--- config.mk ---
export PLATFORM = sky130hd
export DESIGN_NAME = calendar_day_counter
export DESIGN_NICKNAME = d
export VERILOG_FILES = /design/src/rtl/calendar_day_counter.sv
export SDC_FILE = /design/constraint.sdc
export NUM_CORES = 1
export LEC_CHECK = 0
export BUFFER_PORTS_ARGS = -buffer_cell sky130_fd_sc_hd__buf_2
export CORE_ASPECT_RATIO = 0.9
export CORE_MARGIN = 8
export CORE_UTILIZATION = 50
export DETAILED_ROUTE_END_ITERATION = 16
export PLACE_DENSITY = 0.77
export SLEW_MARGIN = 10
export SYNTH_ARGS = -nofsm -noshare
export SYNTH_HDL_FRONTEND = slang
export SYNTH_SLANG_ARGS = --single-unit
export TNS_END_PERCENT = 100
--- constraint.sdc ---
create_clock -name clk -period 3.7 [get_ports clk]
set_clock_uncertainty 0.2 [all_clocks]
set_input_delay 0.185 -clock clk [delete_from_list [all_inputs] [get_ports clk]]
set_output_delay 0.185 -clock clk [all_outputs]
set_load 0.05 [all_outputs]
--- src/rtl/calendar_day_counter.sv ---
// rtl/calendar_day_counter.sv - month/day calendar counter with load, rollover strobes and optional leap input
//
// Purpose:
//   Advances a month/day date by one day per tick, starting at 1/1 after
//   reset. Month length comes from the big-month (31-day) decode, with
//   February taking FEB_DAYS days (or 29 when the leap input is set in
//   CAL_LEAP_EN builds). A load port presets the date, clamping the day to
//   the target month's length and rejecting illegal months.
//
// Configuration:
//   CAL_LEAP_EN - when defined, adds the leap input; leap=1 forces a
//                 29-day February for both ticking and load clamping.
//
// Ports:
//   clk        in   1  system clock, rising edge
//   rst        in   1  synchronous active-high reset
//   tick       in   1  advance one day this cycle
//   load       in   1  preset request using load_month/load_day
//   load_month in   4  preset month, legal 1..12
//   load_day   in   5  preset day, clamped to 1..month length
//   leap       in   1  (CAL_LEAP_EN only) force 29-day February
//   month      out  4  current month 1..12
//   day        out  5  current day 1..31
//   big_month  out  1  current month has 31 days (combinational)
//   month_end  out  1  one-cycle strobe after a month rollover
//   year_end   out  1  one-cycle strobe after a 12/31 -> 1/1 rollover
//   load_err   out  1  one-cycle strobe after a rejected load

module calendar_day_counter #(
    parameter int FEB_DAYS = 28
) (
    input  logic       clk,
    input  logic       rst,
    input  logic       tick,
    input  logic       load,
    input  logic [3:0] load_month,
    input  logic [4:0] load_day,
`ifdef CAL_LEAP_EN
    input  logic       leap,
`endif
    output logic [3:0] month,
    output logic [4:0] day,
    output logic       big_month,
    output logic       month_end,
    output logic       year_end,
    output logic       load_err
);

    // 31-day months; illegal month codes decode to 0.
    function automatic logic is_big_month(input logic [3:0] m);
        case (m)
            4'd1, 4'd3, 4'd5, 4'd7, 4'd8, 4'd10, 4'd12: is_big_month = 1'b1;
            default:                                    is_big_month = 1'b0;
        endcase
    endfunction

    function automatic logic [4:0] month_length(input logic [3:0] m, input logic [4:0] feb);
        if (is_big_month(m))
            month_length = 5'd31;
        else if (m == 4'd2)
            month_length = feb;
        else
            month_length = 5'd30;
    endfunction

    logic [4:0] feb_len;
    logic [4:0] cur_len;
    logic [4:0] load_len;
    logic [4:0] load_day_clamped;
    logic       load_month_ok;

`ifdef CAL_LEAP_EN
    assign feb_len = leap ? 5'd29 : 5'(FEB_DAYS);
`else
    assign feb_len = 5'(FEB_DAYS);
`endif

    assign big_month     = is_big_month(month);
    assign cur_len       = month_length(month, feb_len);
    assign load_len      = month_length(load_month, feb_len);
    assign load_month_ok = (load_month >= 4'd1) && (load_month <= 4'd12);

    always_comb begin
        load_day_clamped = load_day;
        if (load_day == 5'd0)
            load_day_clamped = 5'd1;
        else if (load_day > load_len)
            load_day_clamped = load_len;
    end

    always_ff @(posedge clk) begin
        if (rst) begin
            month     <= 4'd1;
            day       <= 5'd1;
            month_end <= 1'b0;
            year_end  <= 1'b0;
            load_err  <= 1'b0;
        end else begin
            month_end <= 1'b0;
            year_end  <= 1'b0;
            load_err  <= 1'b0;
            if (load) begin
                if (load_month_ok) begin
                    month <= load_month;
                    day   <= load_day_clamped;
                end else begin
                    load_err <= 1'b1;
                end
            end else if (tick) begin
                // A day beyond the month length can only appear if leap drops
                // while sitting on 2/29; treat it as the last day so the
                // counter rolls forward instead of running past the month.
                if (day < cur_len) begin
                    day <= day + 5'd1;
                end else begin
                    day       <= 5'd1;
                    month_end <= 1'b1;
                    if (month >= 4'd12) begin
                        month    <= 4'd1;
                        year_end <= 1'b1;
                    end else begin
                        month <= month + 4'd1;
                    end
                end
            end
        end
    end

endmodule

==> summary.md, run 1 <==
| Metric | Value |
|---|---|
| Ys async rst share | `0%` |
| Fin crit share | `around two thirds` |
| Num CTS Buffers | `3` |
| Synth Flop Type | `dfxtp_1` |
| Crit path required time | `roughly 3700 ps` |
| Yosys top cell area share | `between 20 and 30%` |
| Area grow syn2layout | `18.8%` |
| Post-synth top area cell | `dfxtp_1` |
| #FFs+latches synth | `12` |
| Detail Route Antenna Nets | `0` |
| Die Area | `3520 um2` |
| Status | `completed` |
| Max cap viols | `0` |
| CTS Sinks | `12` |
| I/O pin total | `26` |
| Slew headroom | `75.5%` |
| Critical path class | `reg -> reg` |
| PostCTS Resize Cnt | `0` |
| R2R depth | `9` |
| Finished Core Util | `between 60% and 70%` |
| Crit. Startpoint | `month[1]$_SDFFE_PP0P_` |
| CTS Root Cell | `clkbuf_4` |
| Post-synthesis sequential area ratio | `between 20% and 30%` |
| Layout cell share with drive strength beyond 1 | `about 28%` |
| Detailed placement HPWL | `around 1800 um` |
| Mapped Area | `approximately 940 um2` |
| Clk_lat worst skew | `approximately 280 ps` |
| Vias/cell | `between 5 and 6` |
| Reg2reg start | `month[1]$_SDFFE_PP0P_` |
| Syn avg cell area | `8.44 um2` |
| PnR Total Power | `0.373 mW` |
| RR Endpoint | `year_end$_SDFF_PP0_` |
| Internal Pwr Total | `0.222 mW` |
| Clk slew on worst S/H paths | `around 80 ps` |
| Worst IR drop on VDD | `0.165 mV` |
| CTS Buffer Depth | `2` |
| # H-tree levels | `1` |
| Unique masters post-synth | `41` |
| Routed WL | `2310 um` |
| Leak Pwr | `roughly 0.5 nW` |
| Final hold vios | `0` |
| Sequential share of power | `between 40% and 50%` |
| DR WL/cell | `14.3 um` |
| Crit. End Element | `flip-flop` |
| CP arrival | `roughly 2500 ps` |
| Yosys Warn Count | `0` |
| Hold Slack | `42.2 ps` |
| Initial core utilization | `roughly half` |
| Psw | `roughly 0.15 mW` |
| Post-synth EDFFs | `0` |
| Sum Neg Setup Slack | `0 ps` |
| Synthesized instance count | `roughly 110` |
| Core footprint | `~1800 um2` |
| # diodes | `0` |
| Largest net degree at the start of global routing | `22` |
| Cell row count | `15` |
| RSZ-0062 raised after global routing | `no` |
| Die width | `~62 um` |
| Hold depth | `3` |
| Crit path max fanout | `6` |
| Hold crit path type | `in -> reg` |
| Final Wtd Congestion | `0.855` |
| Final Cell Area | `about 1100 um2` |
| PwrDens | `about 340 nW/um2` |
| Most frequent cell after synthesis | `dfxtp_1` |
| Gr usage total | `between 10% and 20%` |
| Number of port buffers | `25` |
| Leading post-synthesis cells by cell area | `dfxtp_1 26%, ha_1 11%, nand2_1 4.0%` |
| Die height | `57.1 um` |
| Min Tclk post-route | `2480 ps` |
| Setup slack, reg-to-reg | `~1200 ps` |
| DP Area | `~1100 um2` |
| Total congestion overflow | `0` |
| CTS tree | `yes` |
| Top cells by count, synth | `12 x dfxtp_1, 10 x nand2_1, 8 x ha_1` |
| Clk network pwr share | `a little under a quarter` |
| Vias | `approximately 930` |
| Combinational share of power | `a little under two fifths` |
| Setup violations, final | `0` |
| Initial drt markers | `45` |
| Sw Ratio | `roughly 40%` |
| Initial antenna violation count | `0` |
| Post-Syn Nets | `~130` |
| Fmax | `between 400 and 500 MHz` |
| Vias in the first global route | `850` |
| Final net count | `160` |
| Drt pass-1 iters | `4` |
| Max Slew Vio Count | `0` |
| Capture point of the critical path | `year_end$_SDFF_PP0_` |
| Crit path launch type | `flip-flop` |
| DRC | `0` |
| First-pass GRT wire length | `3670 um` |
| Worst Max-Slew Pin Slew | `around 360 ps` |
state kept, by name (all words and copies together) (netlist names):
register	flops
month	4
day	5
month_end	1
load_err	1
year_end	1
area by class of cell:
type | count | area, um2
Clock buffer | 3 | 22.5
Multi-Input combinational cell | 90 | 662
Sequential cell | 12 | 240
Fill cell | 179 | 726
Inverter | 6 | 22.5
Timing Repair Buffer | 26 | 135
Tap cell | 25 | 31.3
cell families after synthesis:
| group | synth area share (%) |
|---|---|
| AND/OR/NAND/NOR | 29.6 |
| adder cells (fa/ha/maj) | 10.7 |
| multiplexers | 4.41 |
| flip-flops | 25.6 |
| AO/OA/AOI/OAI | 25.9 |
| buffers and inverters | 3.74 |
power by group through the flow:
| stage | Clock (mW) | Combinational, mW | Sequential, mW |
|---|---|---|---|
| floorplan | 0 | 0.0721 | 0.183 |
| detailed placement | 0 | 0.137 | 0.154 |
| CTS | 0.0882 | 0.139 | 0.151 |
| finish | 0.0844 | 0.138 | 0.151 |
| global route | 0.0935 | 0.149 | 0.153 |
| global placement | 0 | 0.135 | 0.153 |
cell usage in the layout (no fill, tap or decap), types with 2 or more instances in the layout:
master    count
buf_2        25
dfxtp_1      12
nand2_1      10
ha_1          8
inv_1         6
a21oi_1       6
nor2_1        6
nor3_1        5
o211ai_1      5
nand2b_1      4
and2_1        3
o21ai_0       3
and3_1        3
nand3_1       3
mux2i_1       3
clkbuf_4      3
nor4_1        2
nand3b_1      2
a32o_1        2
a211oi_1      2
nor2b_1       2
o21ai_1       2
worst min-delay path by stage:
stage	startpoint	end
after detailed placement	rst	day[3]$_SDFFE_PP0P_
after global routing	load_day[3]	day[3]$_SDFFE_PP0P_
after CTS	load_day[3]	day[3]$_SDFFE_PP0P_
final	load_day[3]	day[3]$_SDFFE_PP0P_
after floorplan	load_month[1]	month[1]$_SDFFE_PP0P_
after global placement	rst	day[1]$_SDFFE_PP0P_
worst max-delay path, stage by stage, from the launching register on:
cell	delay, ps
dfxtp_1	420
inv_1	90
ha_1	210
nor4_1	270
ha_1	300
and2_1	160
o211ai_1	290
o21ai_0	140
and2_1	180
nor2b_1	120
metrics by stage:
step	worst slack, ps	cells
2_1_floorplan	996	111
3_3_place_gp	1330	158
3_5_place_dp	1220	158
4_1_cts	1230	162
5_1_grt	1060	162
6_report	1220	162
per-layer routing:
metal	part of all wire [%]	vias up	global-route usage [%]
met2	46	26	22.0
met5	0	-	0
met1	45	425	15.5
met3	7.1	7	3.36
li1	-	470	-
met4	2.1	0	6.49
repair_timing:
item	4_1_cts	5_1_grt
hold endpoints to repair	5	0
hold buffers	1	0
setup endpoints to repair	0	0
buffers inserted	0	0
(Power assumes the default switching activity.)
==> inputs of run 2 (changes only) <==
--- a/config.mk
+++ b/config.mk
@@ -8,9 +8,9 @@
 export BUFFER_PORTS_ARGS = -buffer_cell sky130_fd_sc_hd__buf_2
 export CORE_ASPECT_RATIO = 0.9
 export CORE_MARGIN = 8
-export CORE_UTILIZATION = 50
+export CORE_UTILIZATION = 46
 export DETAILED_ROUTE_END_ITERATION = 16
-export PLACE_DENSITY = 0.77
+export PLACE_DENSITY = 0.74
 export SLEW_MARGIN = 10
 export SYNTH_ARGS = -nofsm -noshare
 export SYNTH_HDL_FRONTEND = slang
==> constraint.sdc (replaced) <==
create_clock -name clk -period 2.2 [get_ports clk]
set_clock_uncertainty 0.2 [all_clocks]
set_input_delay 0.11 -clock clk [delete_from_list [all_inputs] [get_ports clk]]
set_output_delay 0.11 -clock clk [all_outputs]
set_load 0.05 [all_outputs]
==> summary.md, run 2 (synthesized netlist as in run 1, its figures left out) <==
| Metric | Value |
|---|---|
| Status | `complete, but fails checks (was completed)` |
| Failing checks | `negative hold slack, negative setup slack` |
| RSZ-0062 raised after global routing | `yes (was no)` |
| Worst path slowest cell | `dfxtp_4 (was dfxtp_1)` |
| Crit path required time | `2170 ps (was 3680 ps)` |
| Number of flip-flops under the largest register name | `5 (unchanged)` |
| Num CTS Buffers | `3 (unchanged)` |
| Clk slew on worst S/H paths | `80 ps (about the same)` |
| Area of the multi-input gates | `762 um2 (was 662 um2)` |
| Max cap viols | `0 (unchanged)` |
| DRC | `0 (unchanged)` |
| Most flops, register | `day (unchanged)` |
| CTS Sinks | `12 (unchanged)` |
| Fill cell count | `178 (was 179)` |
| Critical Path Max Stage Delay | `380 ps (was 420 ps)` |
| Routed WL | `2820 um (was 2310 um)` |
| Final hold vios | `6 (was 0)` |
| Min Tclk post-route | `2340 ps (was 2480 ps)` |
| CTS Buffer Depth | `2 (unchanged)` |
| GR Layer Usage met2 | `25.9% (was 22.0%)` |
| Vias in the first global route | `1010 (was 850)` |
| Setup ws final | `-136 ps (was 1220 ps)` |
| # diodes | `0 (unchanged)` |
| Leak Pwr | `0.567 nW (was 0.493 nW)` |
| Global route hottest layer | `met2 (unchanged)` |
| Detailed placement HPWL | `2080 um (was 1810 um)` |
| Cell row count | `15 (unchanged)` |
| Most frequent CP cell | `ha_4` |
| Total congestion overflow | `0 (unchanged)` |
| Initial core utilization | `49.0% (was 51.0%)` |
| Pre-CTS setup slack | `-169 ps (was 1220 ps)` |
| Hold Slack | `-70.7 ps (was 42.2 ps)` |
| Commonest non-fill, non-tap cells in the layout | `25 x buf_2, 13 x buf_4, 10 x nand2_1 (was 25 x buf_2, 12 x dfxtp_1, 10 x nand2_1)` |
| Clk_lat worst skew | `280 ps (about the same)` |
| Vias | `1046 (was 928)` |
| Crit path max fanout | `7 (was 6)` |
| Met3 GRT Util | `5.68% (was 3.36%)` |
| Layout cell share with drive strength beyond 1 | `46.1% (was 27.7%)` |
| Setup violations, final | `5 (was 0)` |
| I/O pin total | `26 (unchanged)` |
| Fin crit share | `106% (was 67.0%)` |
| PnR Total Power | `0.705 mW (was 0.373 mW)` |
| Area grow syn2layout | `43.1% (was 18.8%)` |
| Die Area | `3740 um2 (was 3520 um2)` |
| # hold bufs at CTS | `1 (unchanged)` |
| Core footprint | `1910 um2 (was 1840 um2)` |
| Drt pass-1 iters | `4 (unchanged)` |
| # H-tree levels | `1 (unchanged)` |
| Vias/cell | `5.91 (was 5.73)` |
| Hold crit path type | `in -> reg (unchanged)` |
| Critical path cell sequence | `inv_4 -> ha_4 -> nor4_4 -> ha_4 -> and2_4 -> o211ai_1 -> buf_4 -> o211ai_4 -> mux2i_1 -> nor2_1 (was inv_1 -> ha_1 -> nor4_1 -> ha_1 -> and2_1 -> o211ai_1 -> o21ai_0 -> and2_1 -> nor2b_1)` |
| Most common cell after layout, fill and taps aside | `buf_2 (unchanged)` |
| CTS Root Cell | `clkbuf_4 (unchanged)` |
| Max Slew Vio Count | `0 (unchanged)` |
| First-pass GRT wire length | `4370 um (was 3670 um)` |
| FF/Latch Area | `250 um2 (was 240 um2)` |
| Initial antenna violation count | `0 (unchanged)` |
| Detail Route Antenna Nets | `0 (unchanged)` |
| Crit. End Element | `flip-flop (unchanged)` |
| Worst IR drop on VDD | `0.408 mV (was 0.165 mV)` |
| Largest net degree at the start of global routing | `22 (unchanged)` |
| Final Wtd Congestion | `0.793 (was 0.855)` |
| DR WL/cell | `15.9 um (was 14.3 um)` |
| Crit path launch type | `flip-flop (unchanged)` |
| PwrDens | `526 nW/um2 (was 335 nW/um2)` |
| Die height | `58.8 um (was 57.1 um)` |
| Fmax | `428 MHz (was 404 MHz)` |
| Critical path class | `reg -> reg (unchanged)` |
| CTS tree | `yes (unchanged)` |
| Die width | `63.6 um (was 61.6 um)` |
| Number of port buffers | `25 (unchanged)` |
| Worst Max-Slew Pin Slew | `354 ps (was 362 ps)` |
| CP arrival | `2300 ps (was 2460 ps)` |
| Gr usage total | `14.3% (was 13.4%)` |
| Biggest regs | `day x5, month x4 (unchanged)` |
| Slew headroom | `76.0% (was 75.5%)` |
| Met1 usage in global routing | `15.0% (was 15.5%)` |
| Final net count | `174 (was 160)` |
| Sum Neg Setup Slack | `-334 ps (was 0 ps)` |
| Initial drt markers | `24 (was 45)` |
run 2: area by class of cell:
| type | count | area share (%) |
|---|---|---|
| multi-input combinational | 90 | 56.8 |
| sequential | 12 | 18.7 |
| timing repair buffer | 40 | 18.2 |
| tap | 25 | 2.33 |
| inverter | 6 | 2.05 |
| clock buffer | 4 | 1.96 |
run 2: worst max-delay path: cells and delay by family, from the launching register on:
family / cells / cell delay, ps
AOI/OAI and AO/OA: 2 / 290
DFF: 1 / 380
and+or+nand+nor: 3 / 510
adders and majority gates: 2 / 410
buffers and inverters: 2 / 190
muxes: 1 / 220
run 2: worst paths after layout:
kind | from | depth (start not counted) | slack [ps] | endpoint
hold / removal | rst | 2 | -70 | month[3]$_SDFFE_PP0P_
hold reg to reg | day[4]$_SDFFE_PP0P_ | 2 | 330 | day[4]$_SDFFE_PP0P_
setup reg to reg | month[1]$_SDFFE_PP0P_ | 10 | -140 | month[2]$_SDFFE_PP0P_
setup / recovery | month[1]$_SDFFE_PP0P_ | 10 | -140 | month[2]$_SDFFE_PP0P_
run 2: stage by stage:
stage,std cells,utilization (%),cell area [um2]
2_1_floorplan,111,-,977
3_3_place_gp,170,63.3,1210
3_5_place_dp,170,63.3,1210
4_1_cts,177,68.2,1310
5_1_grt,177,70.1,1340
6_report,177,70.1,1340
run 2: routing by layer:
metal / wire length [um] / part of all wire [%] / up-vias
li1: - / - / 501
met1: 1180 / 42 / 501
met2: 1410 / 50 / 38
met3: 168 / 6.0 / 6
met4: 57 / 2.0 / 0
met5: 0 / 0 / -
run 2: what timing repair did:
item,in CTS,in global routing
hold endpoints to repair,7,6
pin swaps,10,6
buffers inserted,2,1
resized for setup,9,8
setup endpoints to repair,6,11
run 2: where the power goes:
part / switching, mW / internal [mW] / total [mW]
clock network: 0.0792 / 0.0705 / 0.150
logic: 0.183 / 0.116 / 0.299
registers: 0.0234 / 0.233 / 0.256
==> inputs of run 3 (changes only) <==
--- a/config.mk
+++ b/config.mk
@@ -11,6 +11,7 @@
 export CORE_UTILIZATION = 46
 export DETAILED_ROUTE_END_ITERATION = 16
 export PLACE_DENSITY = 0.74
+export SKIP_LAST_GASP = 1
 export SLEW_MARGIN = 10
 export SYNTH_ARGS = -nofsm -noshare
 export SYNTH_HDL_FRONTEND = slang
==> summary.md, run 3 (synthesized netlist as in run 1, its figures left out) <==
| Metric | Value |
|---|---|
| Status | `complete, but fails checks (unchanged)` |
| Failing checks | `negative hold slack, negative setup slack (unchanged)` |
| Leak Pwr | `0.565 nW (was 0.567 nW)` |
| Vias in the first global route | `1010 (unchanged)` |
| Most common cell after layout, fill and taps aside | `buf_2 (unchanged)` |
| Final net count | `174 (unchanged)` |
| CTS Buffer Depth | `2 (unchanged)` |
| Met1 usage in global routing | `15.0% (unchanged)` |
| R2R depth | `10 (unchanged)` |
| CP arrival | `2310 ps (was 2300 ps)` |
| # hold bufs at CTS | `1 (unchanged)` |
| Slew headroom | `76.1% (was 76.0%)` |
| CTS Root Cell | `clkbuf_4 (unchanged)` |
| Worst Max-Slew Pin Slew | `353 ps (was 354 ps)` |
| Min Tclk post-route | `2340 ps (about the same)` |
| Die Area | `3740 um2 (unchanged)` |
| RSZ-0062 raised after global routing | `yes (unchanged)` |
| Placed cell count | `170 (unchanged)` |
| Clk_lat worst skew | `280 ps (about the same)` |
| Die height | `58.8 um (unchanged)` |
| Max Slew Vio Count | `0 (unchanged)` |
| Final Non-Filler Cells | `177 (unchanged)` |
| Area grow syn2layout | `42.5% (was 43.1%)` |
| Final Cell Area | `1340 um2 (about the same)` |
| Fill cell count | `180 (was 178)` |
| Setup ws final | `-144 ps (was -136 ps)` |
| Detailed placement HPWL | `2080 um (unchanged)` |
| Crit. Startpoint | `month[1]$_SDFFE_PP0P_ (unchanged)` |
| DR WL/cell | `15.7 um (was 15.9 um)` |
| Initial core utilization | `49.0% (unchanged)` |
| Commonest non-fill, non-tap cells in the layout | `25 x buf_2, 13 x buf_4, 10 x nand2_1 (unchanged)` |
| Hold path start | `rst (unchanged)` |
| Setup violations, final | `5 (unchanged)` |
| Final Wtd Congestion | `0.793 (unchanged)` |
| DP Area | `1210 um2 (unchanged)` |
| Global route hottest layer | `met2 (unchanged)` |
| CTS tree | `yes (unchanged)` |
| Setup slack, reg-to-reg | `-140 ps (about the same)` |
| Drt pass-1 iters | `4 (unchanged)` |
| Vias/cell | `5.84 (was 5.91)` |
| Critical path class | `reg -> reg (unchanged)` |
| Max cap viols | `0 (unchanged)` |
| Vias | `1034 (was 1046)` |
| Capture point of the critical path | `month[2]$_SDFFE_PP0P_ (unchanged)` |
| DRC | `0 (unchanged)` |
| Reg2reg start | `month[1]$_SDFFE_PP0P_ (unchanged)` |
| Biggest regs | `day x5, month x4 (unchanged)` |
| RR Endpoint | `month[2]$_SDFFE_PP0P_ (unchanged)` |
| Met3 GRT Util | `5.68% (unchanged)` |
| Die width | `63.6 um (unchanged)` |
| Total congestion overflow | `0 (unchanged)` |
| Hold crit path type | `in -> reg (unchanged)` |
| Crit. End Element | `flip-flop (unchanged)` |
| Initial drt markers | `28 (was 24)` |
| Hold Slack | `-67.2 ps (was -70.7 ps)` |
| GR Layer Usage met2 | `25.9% (unchanged)` |
| Largest net degree at the start of global routing | `22 (unchanged)` |
| # diodes | `0 (unchanged)` |
| Final hold vios | `6 (unchanged)` |
| Most flops, register | `day (unchanged)` |
| Crit path required time | `2160 ps (was 2170 ps)` |
| First-pass GRT wire length | `4370 um (unchanged)` |
| Core footprint | `1910 um2 (unchanged)` |
| Number of flip-flops under the largest register name | `5 (unchanged)` |
| Num CTS Buffers | `3 (unchanged)` |
| Finished Core Util | `69.7% (was 70.1%)` |
| CTS Sinks | `12 (unchanged)` |
| Detail Route Antenna Nets | `0 (unchanged)` |
| Pre-CTS setup slack | `-169 ps (unchanged)` |
| Fin crit share | `107% (was 106%)` |
| Crit path launch type | `flip-flop (unchanged)` |
| I/O pin total | `26 (unchanged)` |
| PwrDens | `524 nW/um2 (was 526 nW/um2)` |
| Layout cell share with drive strength beyond 1 | `44.7% (was 46.1%)` |
| Gr usage total | `14.3% (unchanged)` |
| Clk slew on worst S/H paths | `80 ps (about the same)` |
| Crit path max fanout | `7 (unchanged)` |
| Routed WL | `2790 um (was 2820 um)` |
| Cell row count | `15 (unchanged)` |
| Number of port buffers | `25 (unchanged)` |
| # H-tree levels | `1 (unchanged)` |
| Fmax | `427 MHz (was 428 MHz)` |
| Worst IR drop on VDD | `0.402 mV (was 0.408 mV)` |
| Initial antenna violation count | `0 (unchanged)` |
run 3: cell types whose count changed in the layout (fill, tap and decap cells not counted):
cell     change
a21oi_1      +1
and2_4       -1
a21oi_2      -1
and2_1       +1
run 3: layer usage:
| layer | part of all wire, % | up-vias | routed length [um] |
|---|---|---|---|
| met4 | 2.0 | 0 | 57 |
| met2 | 51 | 35 | 1410 |
| met3 | 5.6 | 6 | 157 |
| met1 | 42 | 492 | 1160 |
| li1 | - | 501 | - |
| met5 | 0 | - | 0 |
run 3: worst min-delay path by stage:
stage	slack, ps	to	cells after the start
after floorplan	70	month[1]$_SDFFE_PP0P_	2
after detailed placement	220	month[3]$_SDFFE_PP0P_	2
after global routing	-60	month[3]$_SDFFE_PP0P_	2
after CTS	-80	month[1]$_SDFFE_PP0P_	2
after global placement	210	month[1]$_SDFFE_PP0P_	2
final	-70	month[3]$_SDFFE_PP0P_	2
run 3: critical path, cell delays in order, from the launching register on:
cell and delay (ps):
dfxtp_4 380, inv_4 40, ha_4 160, nor4_4 290, ha_4 250, and2_1 150, o211ai_1 170, buf_4 160
o211ai_4 120, mux2i_1 220, nor2_1 80
run 3: cell type report:
cell class,count,area (um2),area share [%]
flip-flops and latches,12,250,18.7
repair buffers,40,244,18.3
well taps,25,31.3,2.34
multi-input cells,90,756,56.6
inverters,6,27.5,2.06
clock buffers,4,26.3,1.97
run 3: stage by stage:
stage / power [mW] / TNS [ps]
after floorplan: 0.438 / -476
after global placement: 0.518 / -280
after detailed placement: 0.523 / -636
after CTS: 0.692 / -533
after global routing: 0.732 / -788
final: 0.699 / -365
run 3: timing repair:
action                                  in CTS  in global routing
pin swaps                                    9                  6
endpoints found under the setup margin       6                 11
endpoints found under the hold margin        7                  6
gates cloned                                 0                  0
resized for setup                            8                  7
buffers inserted                             2                  1
run 3: power by group:
group	switching [mW]	internal [mW]	leakage [nW]
Combinational	0.182	0.113	0.450
Clock	0.0780	0.0705	0.0150
Sequential	0.0228	0.233	0.100
Total	0.283	0.416	0.565
